[config.mk]
export PLATFORM = sky130hd
export DESIGN_NAME = gsm_uart_tx
export DESIGN_NICKNAME = d
export VERILOG_FILES = /design/src/rtl/gsm_uart_pkg.sv /design/src/rtl/gsm_uart_baud_cnt.sv /design/src/rtl/gsm_uart_tx.sv
export SDC_FILE = /design/constraint.sdc
export NUM_CORES = 1
export LEC_CHECK = 0
export CORE_ASPECT_RATIO = 0.7
export CORE_MARGIN = 10
export CORE_UTILIZATION = 24
export CTS_CLUSTER_SIZE = 10
export DETAILED_ROUTE_END_ITERATION = 7
export GPL_TIMING_DRIVEN = 0
export PLACE_DENSITY = 0.5
export SYNTH_ARGS = -nofsm -noshare
export SYNTH_HDL_FRONTEND = slang
export SYNTH_SLANG_ARGS = --single-unit
[constraint.sdc]
create_clock -name clk -period 1.9 [get_ports clk]
set_input_delay 0.285 -clock clk [delete_from_list [all_inputs] [get_ports clk]]
set_output_delay 0.285 -clock clk [all_outputs]
set_load 0.05 [all_outputs]
[src/rtl/gsm_uart_pkg.sv]
`timescale 1ns/1ps
`default_nettype none
// ============================================================================
// Module   : gsm_uart_pkg
// Purpose  : Shared types, constants and helpers for the GSM UART transmitter.
// Revision : 1.0 - initial release
// ============================================================================
package gsm_uart_pkg;

    localparam int UART_DATA_BITS = 8;

    typedef enum logic [2:0] {
        IDLE   = 3'd0,
        START  = 3'd1,
        DATA   = 3'd2,
        PARITY = 3'd3,
        STOP   = 3'd4
    } uart_state_t;

    // Clock cycles per bit, rounded to nearest.
    function automatic int baud_div(input int clk_hz, input int baud);
        return (clk_hz + baud / 2) / baud;
    endfunction

endpackage
`default_nettype wire

[src/rtl/gsm_uart_baud_cnt.sv]
`timescale 1ns/1ps
`default_nettype none
// ============================================================================
// Module   : gsm_uart_baud_cnt
// Purpose  : Loadable bit-period down-counter; bit_end marks the last cycle.
// Revision : 1.0 - initial release
// ============================================================================
module gsm_uart_baud_cnt #(
    parameter int DIV = 10
) (
    input  logic clk,
    input  logic rst,
    input  logic load,
    input  logic run,
    output logic bit_end
);

    localparam int c_width = (DIV > 1) ? $clog2(DIV) : 1;
    localparam logic [c_width-1:0] c_reload = c_width'(DIV - 1);

    logic [c_width-1:0] r_cnt;

    always_ff @(posedge clk) begin
        if (rst) begin
            r_cnt <= '0;
        end else if (load) begin
            r_cnt <= c_reload;
        end else if (run) begin
            if (r_cnt == '0) begin
                r_cnt <= c_reload;
            end else begin
                r_cnt <= r_cnt - 1'b1;
            end
        end
    end

    assign bit_end = run && (r_cnt == '0);

endmodule
`default_nettype wire

[src/rtl/gsm_uart_tx.sv]
`timescale 1ns/1ps
`default_nettype none
// ============================================================================
// Module   : gsm_uart_tx
// Purpose  : 8N1 serial transmitter, one byte per rising edge of tx_enable.
//            Define GSM_UART_PARITY_EN to insert an even-parity bit.
// Revision : 1.0 - initial release
// ============================================================================
module gsm_uart_tx
    import gsm_uart_pkg::*;
#(
    parameter int CLK_HZ = 50_000_000,
    parameter int BAUD   = 9600,
    parameter int DIV    = baud_div(CLK_HZ, BAUD)
) (
    input  logic                      clk,
    input  logic                      rst,
    input  logic                      tx_enable,
    input  logic [UART_DATA_BITS-1:0] tx_data,
    output logic                      txd,
    output logic                      tx_done,
    output logic                      tx_busy
);

    if (DIV < 2) begin : g_div_check
        $error("gsm_uart_tx: DIV must be >= 2");
    end

    localparam logic [2:0] c_last_bit = 3'(UART_DATA_BITS - 1);

    uart_state_t               r_state;
    logic                      r_en_q;
    logic [UART_DATA_BITS-1:0] r_shreg;
    logic [2:0]                r_bit_idx;
    logic                      r_txd;
    logic                      r_done;
    logic                      r_busy;
`ifdef GSM_UART_PARITY_EN
    logic                      r_parity;
`endif

    logic w_accept;
    logic w_bit_end;

    assign w_accept = tx_enable && !r_en_q && (r_state == IDLE);

    gsm_uart_baud_cnt #(
        .DIV(DIV)
    ) u_baud_cnt (
        .clk    (clk),
        .rst    (rst),
        .load   (w_accept),
        .run    (r_state != IDLE),
        .bit_end(w_bit_end)
    );

    always_ff @(posedge clk) begin
        if (rst) begin
            r_state   <= IDLE;
            r_en_q    <= 1'b1;  // a level held through reset must not fire
            r_shreg   <= '0;
            r_bit_idx <= '0;
            r_txd     <= 1'b1;
            r_done    <= 1'b0;
            r_busy    <= 1'b0;
`ifdef GSM_UART_PARITY_EN
            r_parity  <= 1'b0;
`endif
        end else begin
            r_en_q <= tx_enable;
            r_done <= 1'b0;
            case (r_state)
                IDLE: begin
                    if (w_accept) begin
                        r_shreg   <= tx_data;
                        r_bit_idx <= '0;
                        r_txd     <= 1'b0;
                        r_busy    <= 1'b1;
                        r_state   <= START;
`ifdef GSM_UART_PARITY_EN
                        r_parity  <= ^tx_data;
`endif
                    end
                end
                START: begin
                    if (w_bit_end) begin
                        r_txd   <= r_shreg[0];
                        r_state <= DATA;
                    end
                end
                DATA: begin
                    if (w_bit_end) begin
                        if (r_bit_idx == c_last_bit) begin
`ifdef GSM_UART_PARITY_EN
                            r_txd   <= r_parity;
                            r_state <= PARITY;
`else
                            r_txd   <= 1'b1;
                            r_state <= STOP;
`endif
                        end else begin
                            r_bit_idx <= r_bit_idx + 1'b1;
                            r_shreg   <= {1'b0, r_shreg[UART_DATA_BITS-1:1]};
                            r_txd     <= r_shreg[1];
                        end
                    end
                end
`ifdef GSM_UART_PARITY_EN
                PARITY: begin
                    if (w_bit_end) begin
                        r_txd   <= 1'b1;
                        r_state <= STOP;
                    end
                end
`endif
                STOP: begin
                    if (w_bit_end) begin
                        r_txd   <= 1'b1;
                        r_done  <= 1'b1;
                        r_busy  <= 1'b0;
                        r_state <= IDLE;
                    end
                end
                default: begin
                    r_txd   <= 1'b1;
                    r_busy  <= 1'b0;
                    r_state <= IDLE;
                end
            endcase
        end
    end

    assign txd     = r_txd;
    assign tx_done = r_done;
    assign tx_busy = r_busy;

endmodule
`default_nettype wire

---- Word-level counts from Yosys, hierarchy flattened ----
Index checks and enable logic that the tools add are counted.
storage, ports and cells
  register bits ........................... 31
  output and inout port bits .............. 3
  word-level logic and storage cells ...... 66
operators by class
  add/sub/neg operators ................... 2
  eq/ne operators ......................... 10
  mux-type cells .......................... 27
  bitwise gates (word level) .............. 2
  reduce and logical (&&, ||, !) cells .... 16
operators with widths
  operator               number
  $mux 13                3
  $mux 3                 8
  $mux 8                 3
  $pmux 8 s2             1
  $logic_not 13->1       1
  $sub 13x1->13 const B  1
  $pmux 3 s4             1
  $mux 1                 8
  $ne 2x1->1 const B     4
  $reduce_and 4->1       2
  $eq 3x3->1 const B     2
  $pmux 3 s2             1
  $reduce_or 2->1        3
  $reduce_and 5->1       1
  $ne 2x2->1 const B     2
  $pmux 1 s4             1
  $reduce_bool 2->1      2
  $add 3x1->3 const B    1
  $eq 3x1->1 const B     1
  $eq 3x2->1 const B     1
  $logic_and 1x1->1      3
  $logic_not 3->1        1
  $pmux 1 s3             1
  $reduce_and 3->1       1
  other kinds (3)        4

---- Depth between registers and ports, before layout ----
  depth after elaboration ................. 5
  gate-level depth with buffers ........... 7
  mapped depth without buffers ............ 6

---- Hierarchy ----
A second synthesis with hierarchy kept.
second synthesis, totals
  cells, all modules ...................... 184
  area, all modules ....................... 1586.5 µm²
modules (own cells, without submodules)
  module             instances  cells each  area each (µm²)
  gsm_uart_tx        1          104         887.1
  gsm_uart_baud_cnt  1          80          699.4

---- Least setup slack after synthesis ----
No wires, ideal clock.
  path kind ............................... register -> register
  from .................................... register r_bit_idx[0]
  to ...................................... register r_shreg[1]
  library setup time ...................... 0.091 ns
  data arrival time ....................... 1.585 ns
  data required time ...................... 1.809 ns
  path slack .............................. 0.224 ns
  stages on the path, launching flop included .. 8
  buffers on the path ..................... 1
  period minus slack after synthesis ...... 1.676 ns
  cells stage by stage .................... dfxtp_1 > ha_1 > ha_1 > nor4b_1 > and4_1 > buf_4 > nor3_1 > a311oi_1
between the ends
  cells in the longest elaborated chain, start to end .. 3
ends and longest elaborated chain
  element                            RTL line            source
  start, declared                    gsm_uart_tx.sv:34   logic [2:0] r_bit_idx;
  start signal, assigned             gsm_uart_tx.sv:102  r_bit_idx <= r_bit_idx + 1'b1;
  $eq 3x3->1                         gsm_uart_tx.sv:93   if (r_bit_idx == c_last_bit) begin
  $ne 2x2->1 (no source line)        n/a
  $reduce_and 4->1 (no source line)  n/a
  end signal, assigned               gsm_uart_tx.sv:75   r_shreg <= tx_data;
  end signal, assigned               gsm_uart_tx.sv:103  r_shreg <= {1'b0, r_shreg[UART_DATA_BITS-1:1]};
  end, declared                      gsm_uart_tx.sv:33   logic [UART_DATA_BITS-1:0] r_shreg;
Every way passes these cells.
A chain may end at the register's enable or synchronous reset.

---- Final worst setup path ----
  from .................................... register u_baud_cnt.r_cnt[7]
  to ...................................... register r_txd, in the netlist txd
between the ends
  cells in the longest elaborated chain, start to end .. 4
  elaborated cells between the ends (all ways) .. 6
  those cells by class .................... 3 x eq/ne; 3 x reduce/logical
ends and longest elaborated chain
  element                              RTL line                 source
  start, declared                      gsm_uart_baud_cnt.sv:21  logic [c_width-1:0] r_cnt;
  start signal, assigned               gsm_uart_baud_cnt.sv:27  r_cnt <= c_reload;
  start signal, assigned               gsm_uart_baud_cnt.sv:30  r_cnt <= c_reload;
  start signal, assigned               gsm_uart_baud_cnt.sv:32  r_cnt <= r_cnt - 1'b1;
  $logic_not 13->1 *                   gsm_uart_baud_cnt.sv:37  assign bit_end = run && (r_cnt == '0);
  $logic_and 1x1->1 *                  gsm_uart_baud_cnt.sv:37
  $ne 2x1->1 (no source line)          n/a
  $reduce_and 4->1 (no source line) *  n/a
  end signal, assigned                 gsm_uart_tx.sv:87        r_txd <= r_shreg[0];
  end signal, assigned                 gsm_uart_tx.sv:104       r_txd <= r_shreg[1];
  end, declared                        gsm_uart_tx.sv:35        logic r_txd;
Mark *: on every way between the ends. The rest lies on a longest branch, timed or not.

==> run_results.csv <==
group,metric,value,unit
detailed_routing,post_drt_wl_per_cell,13.5,um
critical_path,slowest_stage,"nor4_4",
die,fp.dieW,117,um
critical_path,path_depth,5,
timing,relSlewSlack,60.2,%
timing,max_freq,564,MHz
die,ios,14,
critical_path,reg2reg_depth,5,
place,gp_congestion,0.780,
place,dpl_cell_area,1840,um2
critical_path,worstSetupPathType,"reg -> reg",
cells_and_area,diodes,0,
logic_synthesis,syn_inst,182,
pwr,p_leak,0.707,nW
logic_synthesis,async_flop_share,0,%
detailed_routing,drcViolationCount,0,
logic_synthesis,ys.flop_type,"dfxtp_1",
timing,post-route-min-period,1.77,ns
cts,clock-sinks,31,
timing,fin_crit_sh,93.3,%
critical_path,crit_family,"simple AND/OR/NAND/NOR gates",
logic_synthesis,ys_seq_elements,31,
critical_path,crit_path_end,"txd",
grt,track_usage,7.77,%
place,dp_worst_setup_slack,-0.237,ns
timing,slew_violations,0,
logic_synthesis,yosysSeqAreaShare,39.0,%
detailed_routing,vias,1392,
run,drv_cap,0,
timing,fin_ws,0.127,ns
timing,hold_slack,0.469,ns
critical_path,cp_max_fo,7,
grt,first_global_vias,1281,
cts,clkLatencyLatePin,0.29,ns
die,dieArea,10300,um2
logic_synthesis,synthesis.nets,197,
place,numPortBuffers,13,
critical_path,cp_data_arrival_time,1.96,ns
detailed_routing,ant_nets,0,
critical_path,start_kind,"flip-flop",
cts,root_buffer,"clkbuf_8",
critical_path,cp-startpoint,"u_baud_cnt.r_cnt[7]",
cts,cts_tree,"done",
cts,post-cts-setup-buffer-count,0,
grt,grt_max_degree,11,
critical_path,path_cells,"nor4_4, and3_1, buf_6, a21oi_4, a311o_1",
critical_path,worst_ep_required_time,2.09,ns
critical_path,rrSetupSlack,0.13,ns
detailed_routing,drt-pass1-iter-count,4,
detailed_routing,wl,3.98,mm
timing,hold_viol,0,
cells_and_area,fin_nets,217,
timing,final.setup.tns,0,ns
logic_synthesis,post_synth_num_cell_types,47,
timing,setup_viol,0,
cts,cts.clk_slew.worst_paths,0.07,ns
grt,antenna_found_initial,0,
logic_synthesis,synth_edf_count,0,
die,core_area,6340,um2
grt,grt-ovfl-total,0,
critical_path,r2r-start,"u_baud_cnt.r_cnt[7]",
grt,grt_pass1_wl,6.44,mm
cells_and_area,syn2layout_area_growth,25.4,%
critical_path,critPathMaxStageDelay,0.52,ns
cells_and_area,drive_gt1_share,16.3,%
run_status,status,"finished, final reports clean",
timing,worst_pin_slew,0.597,ns
critical_path,endpoint_kind,"flip-flop",
pwr,powerDensity,982,nW/um2
timing,rsz0062_at_grt,"no",
cts,htree_num_levels,2,
cells_and_area,design_area,2000,um2
hold_path,hold_path.class,"reg -> reg",
timing,clock_skew,0.00757,ns
place,hpwl,2.92,mm
detailed_routing,drt-initial-drc-count,97,
critical_path,cp_num_buf_inv,1,
cts,cts.path.max_buffers,2,
logic_synthesis,synth.avg_cell_area,8.75,um2
detailed_routing,viasPerCell,4.73,
die,start_util,25.1,%
cells_and_area,fin_util,31.5,%
die,row_count,24,
logic_synthesis,synth_warnings,0,
logic_synthesis,synth_area,1590,um2
pwr,ir_drop,0.296,mV
die,die-height,88.2,um
cts,cts_inserted_buffers,5,
critical_path,r2r_end,"txd",
tightest hold or removal path: cells and delay by family (launching register included):
kind	cells	cell delay, ns
and+or+nand+nor	1	0.06
AOI/OAI and AO/OA	1	0.05
DFF	1	0.31
through the flow:
step | power (mW) | std cells
floorplan | 1.14 | 182
global placement | 1.26 | 286
detailed placement | 1.27 | 286
CTS | 1.96 | 294
global route | 2.05 | 294
finish | 1.96 | 294
layer usage:
metal / GRT usage [%] / up-vias / wire [um]
met5: 0 / - / 0
met3: 2.31 / 7 / 169
met4: 4.76 / 0 / 86
li1: - / 714 / -
met2: 10.5 / 22 / 1560
met1: 10.5 / 649 / 2170
flip-flops by register name, indices dropped and copies added, names as in the netlist:
| signal | flops |
|---|---|
| r_en_q | 1 |
| u_baud_cnt.r_cnt | 13 |
| txd | 1 |
| r_shreg | 8 |
| r_state | 3 |
| tx_done | 1 |
| r_bit_idx | 3 |
| tx_busy | 1 |
where the power goes:
| group | internal [mW] | total (mW) | switching (mW) |
|---|---|---|---|
| Combinational | 0.216 | 0.505 | 0.289 |
| Clock | 0.424 | 0.692 | 0.268 |
| Sequential | 0.707 | 0.763 | 0.0564 |
kinds of logic after synthesis:
group / Yosys count / synth area share [%]
xor+xnor: 7 / 3.85
compound gates: 39 / 18.1
fa+ha+maj: 4 / 3.14
buf+inv: 16 / 6.13
simple gates: 85 / 29.9
flops: 31 / 39.0
what timing repair did:
item,CTS,global route
resized for setup,2,7
hold buffers,0,0
pin swaps,0,3
endpoints found under the hold margin,0,0
endpoints found under the setup margin,7,18
Yosys cell counts, drive strengths merged (2+ instances only):
| cell | count | area share, % |
|---|---|---|
| o31ai | 2 | 0.94 |
| nor2 | 14 | 3.8 |
| and4 | 2 | 1.1 |
| nor3 | 12 | 3.8 |
| o211ai | 3 | 1.7 |
| nor4 | 3 | 2.5 |
| xor2 | 7 | 3.8 |
| nor4b | 2 | 1.5 |
| a211oi | 3 | 1.7 |
| nand3 | 13 | 4.1 |
| or2 | 3 | 1.2 |
| nand4 | 4 | 1.6 |
| dfxtp | 31 | 39 |
| ha | 4 | 3.1 |
| or3 | 2 | 0.79 |
| inv | 4 | 0.94 |
| nand2 | 20 | 5.2 |
| buf | 9 | 4.5 |
| nand2b | 2 | 0.79 |
| nor2b | 2 | 0.79 |
| a311oi | 8 | 4.4 |
| a31oi | 4 | 1.6 |
| clkbuf | 3 | 0.71 |
| o21ai | 4 | 1.3 |
| nand4b | 2 | 1.1 |
| a21oi | 10 | 3.8 |
placed cells by master, fill, tap and decap left out, types with 3 or more instances in the layout:
cell             count
nand4_1              4
nor3_1              11
nand3_1             13
clkdlybuf4s50_1     13
nand2_1             18
clkbuf_8             6
xor2_1               7
a21oi_1              9
buf_6                4
nor2_1              13
inv_1                4
clkbuf_1             3
buf_2                3
a311oi_1             8
ha_1                 3
a31oi_1              4
dfxtp_1             31
layout make-up:
type,instances,area (um2)
Buffer,12,86.3
Fill cell,678,4340
Clock buffer,6,82.6
Multi-Input combinational cell,135,913
Inverter,4,15.0
Clock inverter,2,35.0
Tap cell,91,114
Timing Repair Buffer,13,130
Sequential cell,31,621
how the worst min path moves through the flow:
stage,startpoint,end,slack (ns),cells after the start
finish,r_bit_idx[1],r_bit_idx[1],0.47,2
global route,r_bit_idx[1],r_bit_idx[1],0.50,2
CTS,r_bit_idx[1],r_bit_idx[1],0.47,2
detailed placement,r_bit_idx[1],r_bit_idx[1],0.46,2
global placement,r_bit_idx[1],r_bit_idx[1],0.46,2
floorplan,rst,r_en_q,0.39,1
Power figures use the tool's default switching activity.
==> patch 1 (same flow settings) <==
Add an input register stage for `tx_enable`; this delays it by one clock. The other inputs are not delayed to match.
--- a/src/rtl/gsm_uart_tx.sv
+++ b/src/rtl/gsm_uart_tx.sv
@@ -22,6 +22,12 @@
     output logic                      tx_busy
 );
 
+    logic tx_enable_q;
+
+    always_ff @(posedge clk) begin
+        tx_enable_q <= tx_enable;
+    end
+
     if (DIV < 2) begin : g_div_check
         $error("gsm_uart_tx: DIV must be >= 2");
     end
@@ -42,7 +48,7 @@
     logic w_accept;
     logic w_bit_end;
 
-    assign w_accept = tx_enable && !r_en_q && (r_state == IDLE);
+    assign w_accept = tx_enable_q && !r_en_q && (r_state == IDLE);
 
     gsm_uart_baud_cnt #(
         .DIV(DIV)
@@ -67,7 +73,7 @@
             r_parity  <= 1'b0;
 `endif
         end else begin
-            r_en_q <= tx_enable;
+            r_en_q <= tx_enable_q;
             r_done <= 1'b0;
             case (r_state)
                 IDLE: begin
Function: changed (Yosys sat finds a counterexample within 4 cycles, from zero or initial values and one cycle with rst high).
==> patch 1 against the original RTL <==
Cell count rose by 1.7%; non-clock buffer count rose by 4; worst setup slack got worse by 0.025 ns; total power rose by 2.3%; via count rose by 1.5%; critical path depth rose by 2; wire length rose by 2.4%; clock power fell by 5.8%; cell area rose by 5.0%; synthesized area rose by 3.2%; sequential cell count rose by 1; global-route usage rose by 0.29 points; critical path type unchanged; first-iteration DRC count fell by 33%.
==> patch 1: results (changes against the original RTL) <==
grt_use_total: 0.0806  # +0.00293
pg_seq_mw: 0.798  # +4.6%
period_minus_slack_ns: 1.80  # +0.0252 ns
clock_skew_ns: 0.00197  # -0.00560 ns
p_sw_mw: 0.631  # +2.9%
pre_cts_ws_ns: -0.119  # +0.118 ns
syn_nets: 194  # -1.5%
hold_class: "primary input to flop"
nets: 219  # +0.92%
cp_max_fo: 6  # -1
post_cts_resize_count: 4  # +2
post_cts_buffers: 2  # +2
arrival_ns: 1.98  # +0.02 ns
power_clock_mw: 0.652  # -5.8%
status: "finished, final reports clean"
drive_above_1_share: 0.215  # +0.0521
drt-wirelength-per-cell_um: 13.6  # +0.67%
power_leakage_nw: 0.758  # +7.2%
whs_ns: 0.442  # -0.0275 ns
hold_start: "tx_enable"
r2r_slack_ns: 0.10  # -0.03 ns
power_density_nw_per_um2: 957  # -2.5%
crit_slowest_cell: "or4b_4"
dp_hpwl_um: 2980  # +2.2%
grt_pass1_vias: 1284  # +0.23%
portBuffers: 12  # -1
synth.area.top_cells: "dfxtp_1 (39%), mux2i_1 (4.9%), nor3_1 (4.0%)"
viasPerCell: 4.73  # -0.19%
slowest_delay_ns: 0.49  # -0.03 ns
dp_cells: 285  # -0.35%
hold_end: "tx_enable_q"
gp_congestion: 0.778  # -0.23%
max_slew_margin: 0.522  # -0.0804
synthCells: 179  # -1.6%
irDropWorstVdd_mv: 0.326  # +10%
hold_depth: 1  # -1
## patch 1: critical path: cells and delay by family (launching register included)
kind	cells	cell delay, ns
fa+ha+maj	1	0.19
buf+inv	2	0.24
flops	1	0.32
simple gates	4	0.94
## patch 1: area by class of cell
cell class | instances | area (µm²)
fill | 733 | 4600
clock inverter | 2 | 35.0
tap | 94 | 118
inverter | 2 | 7.51
clock buffer | 6 | 72.6
timing repair buffer | 18 | 165
sequential | 32 | 641
multi-input combinational | 134 | 1000
buffer | 11 | 55.1
## patch 1: logic make-up after synthesis
logic type / share of synthesized area
multiplexers: 0.0487
AND/OR/NAND/NOR: 0.288
AO/OA/AOI/OAI: 0.166
adder cells (fa/ha/maj): 0.0365
buffers and inverters: 0.0343
flip-flops: 0.390
XOR/XNOR: 0.0373
## patch 1: metal layers
layer | GRT usage | up-vias | wire, µm
li1 | - | 722 | -
met1 | 0.126 | 667 | 2310
met2 | 0.0972 | 20 | 1550
met3 | 0.0271 | 4 | 195
met4 | 0.0199 | 0 | 22
met5 | 0 | - | 0
==> patch 2 (same flow settings) <==
Made on the original files. Change the parameter `CLK_HZ` from 50_000_000 to 25_000_000.
--- a/src/rtl/gsm_uart_tx.sv
+++ b/src/rtl/gsm_uart_tx.sv
@@ -9,7 +9,7 @@
 module gsm_uart_tx
     import gsm_uart_pkg::*;
 #(
-    parameter int CLK_HZ = 50_000_000,
+    parameter int CLK_HZ = 25_000_000,
     parameter int BAUD   = 9600,
     parameter int DIV    = baud_div(CLK_HZ, BAUD)
 ) (
Behaviour: no difference found for any inputs over 10 cycles, from zero or initial values and one cycle with rst high; that may be too few to reach the edited logic, so the function may still have changed.
==> patch 2 against the original RTL <==
Sequential share of layout area grew 0.18 points; critical path depth stayed put; cell area fell by 3.2%; synthesized area fell by 5.5%; count of clock-buffer cells in the layout rose by 1; worst setup slack got worse by 0.11 ns; total power decreased by 1.9%; sequential cell count is 1 lower; global-route usage is 0.34 points lower; wire length down 7.9%; synthesized cell count down 2.7%.
==> patch 2: results (changes against the original RTL) <==
status: "finished, final reports clean"
synth_compound_area_frac: 0.199  # +0.0180
routed-wl-met2_um: 1500  # -3.8%
fillers: 655  # -3.4%
sh_seq_area: 0.313  # +0.00185
dp_hpwl_um: 2630  # -10%
nets: 215  # -0.92%
synth_area_per_cell_um2: 8.50  # -2.8%
portBuffers: 12  # -1
grt_util_met1: 0.104  # -0.000903
grt_most_used_layer: "met1"
multi_input_area_share: 0.471  # +0.0132
bufAreaShareNonClock: 0.106  # -0.00289
pre_cts_ws_ns: -0.0830  # +0.154 ns
synth.area.top_cells: "dfxtp_1 (40%), nor2_1 (7.5%), a311oi_1 (6.4%)"
wl_met3_um: 126  # -25%
cp_max_fo: 4  # -3
grt_pass1_wl_um: 5890  # -8.6%
reg_top3: "u_baud_cnt.r_cnt (12), r_shreg (8)"
synthTopCellsByCount: "dfxtp_1 (30), nor2_1 (30), nand2_1 (23)"
grt_use_total: 0.0743  # -0.00338
grt_pass1_vias: 1168  # -8.8%
wl_met1_um: 1990  # -8.2%
grt.met2_usage: 0.101  # -0.00432
drive_above_1_share: 0.184  # +0.0215
use_met3: 0.0235  # +0.000328
dr_total_vias: 1330  # -4.5%
clock_skew_ns: 0.0107  # +0.00315 ns
synth_cell_type_count: 41  # -13%
max_slew_margin: 0.641  # +0.0392
dp_cells: 267  # -6.6%
synth_xor_area_frac: 0.0466  # +0.00806
clk_share: 0.0550  # -0.00388
power_leakage_nw: 0.679  # -3.9%
synth_fa_ha_area_frac: 0.0333  # +0.00183
drt-wirelength-per-cell_um: 13.1  # -3.0%
crit_slowest_cell: "or4_4"
slowest_delay_ns: 0.55  # +0.03 ns
nNonClkBuffers: 26  # +4.0%
n_clock_buffer: 7  # +1
arrival_ns: 2.08  # +0.12 ns
irDropWorstVdd_mv: 0.373  # +26%
synth.yosys.seq_area_share: 0.399  # +0.00937
nMultiInputCombCells: 134  # -0.74%
patch 2: what timing repair did:
| action | CTS | global route |
|---|---|---|
| resized for setup | 4 | 18 |
| buffers inserted | 3 | 1 |
| pin swaps | 2 | 10 |
| setup endpoints to repair | 13 | 21 |
patch 2: stage by stage:
stage	power (mW)	area (µm²)
floorplan	1.10	1510
global placement	1.22	1720
detailed placement	1.22	1720
CTS	1.89	1870
global route	2.03	1930
finish	1.92	1930
patch 2: final timing paths:
| check | startpoint | endpoint | slack (ns) | cells after the start |
|---|---|---|---|---|
| max | u_baud_cnt.r_cnt[4] | r_state[2] | 0.01 | 5 |
| min reg2reg | r_shreg[7] | r_shreg[7] | 0.46 | 2 |
| max reg2reg | u_baud_cnt.r_cnt[4] | r_state[2] | 0.01 | 5 |
| min | r_shreg[7] | r_shreg[7] | 0.46 | 2 |
patch 2: report_power, final:
part | total [mW] | internal (mW) | switching, mW
Combinational | 0.546 | 0.245 | 0.301
Sequential | 0.738 | 0.683 | 0.0548
Clock | 0.639 | 0.392 | 0.247
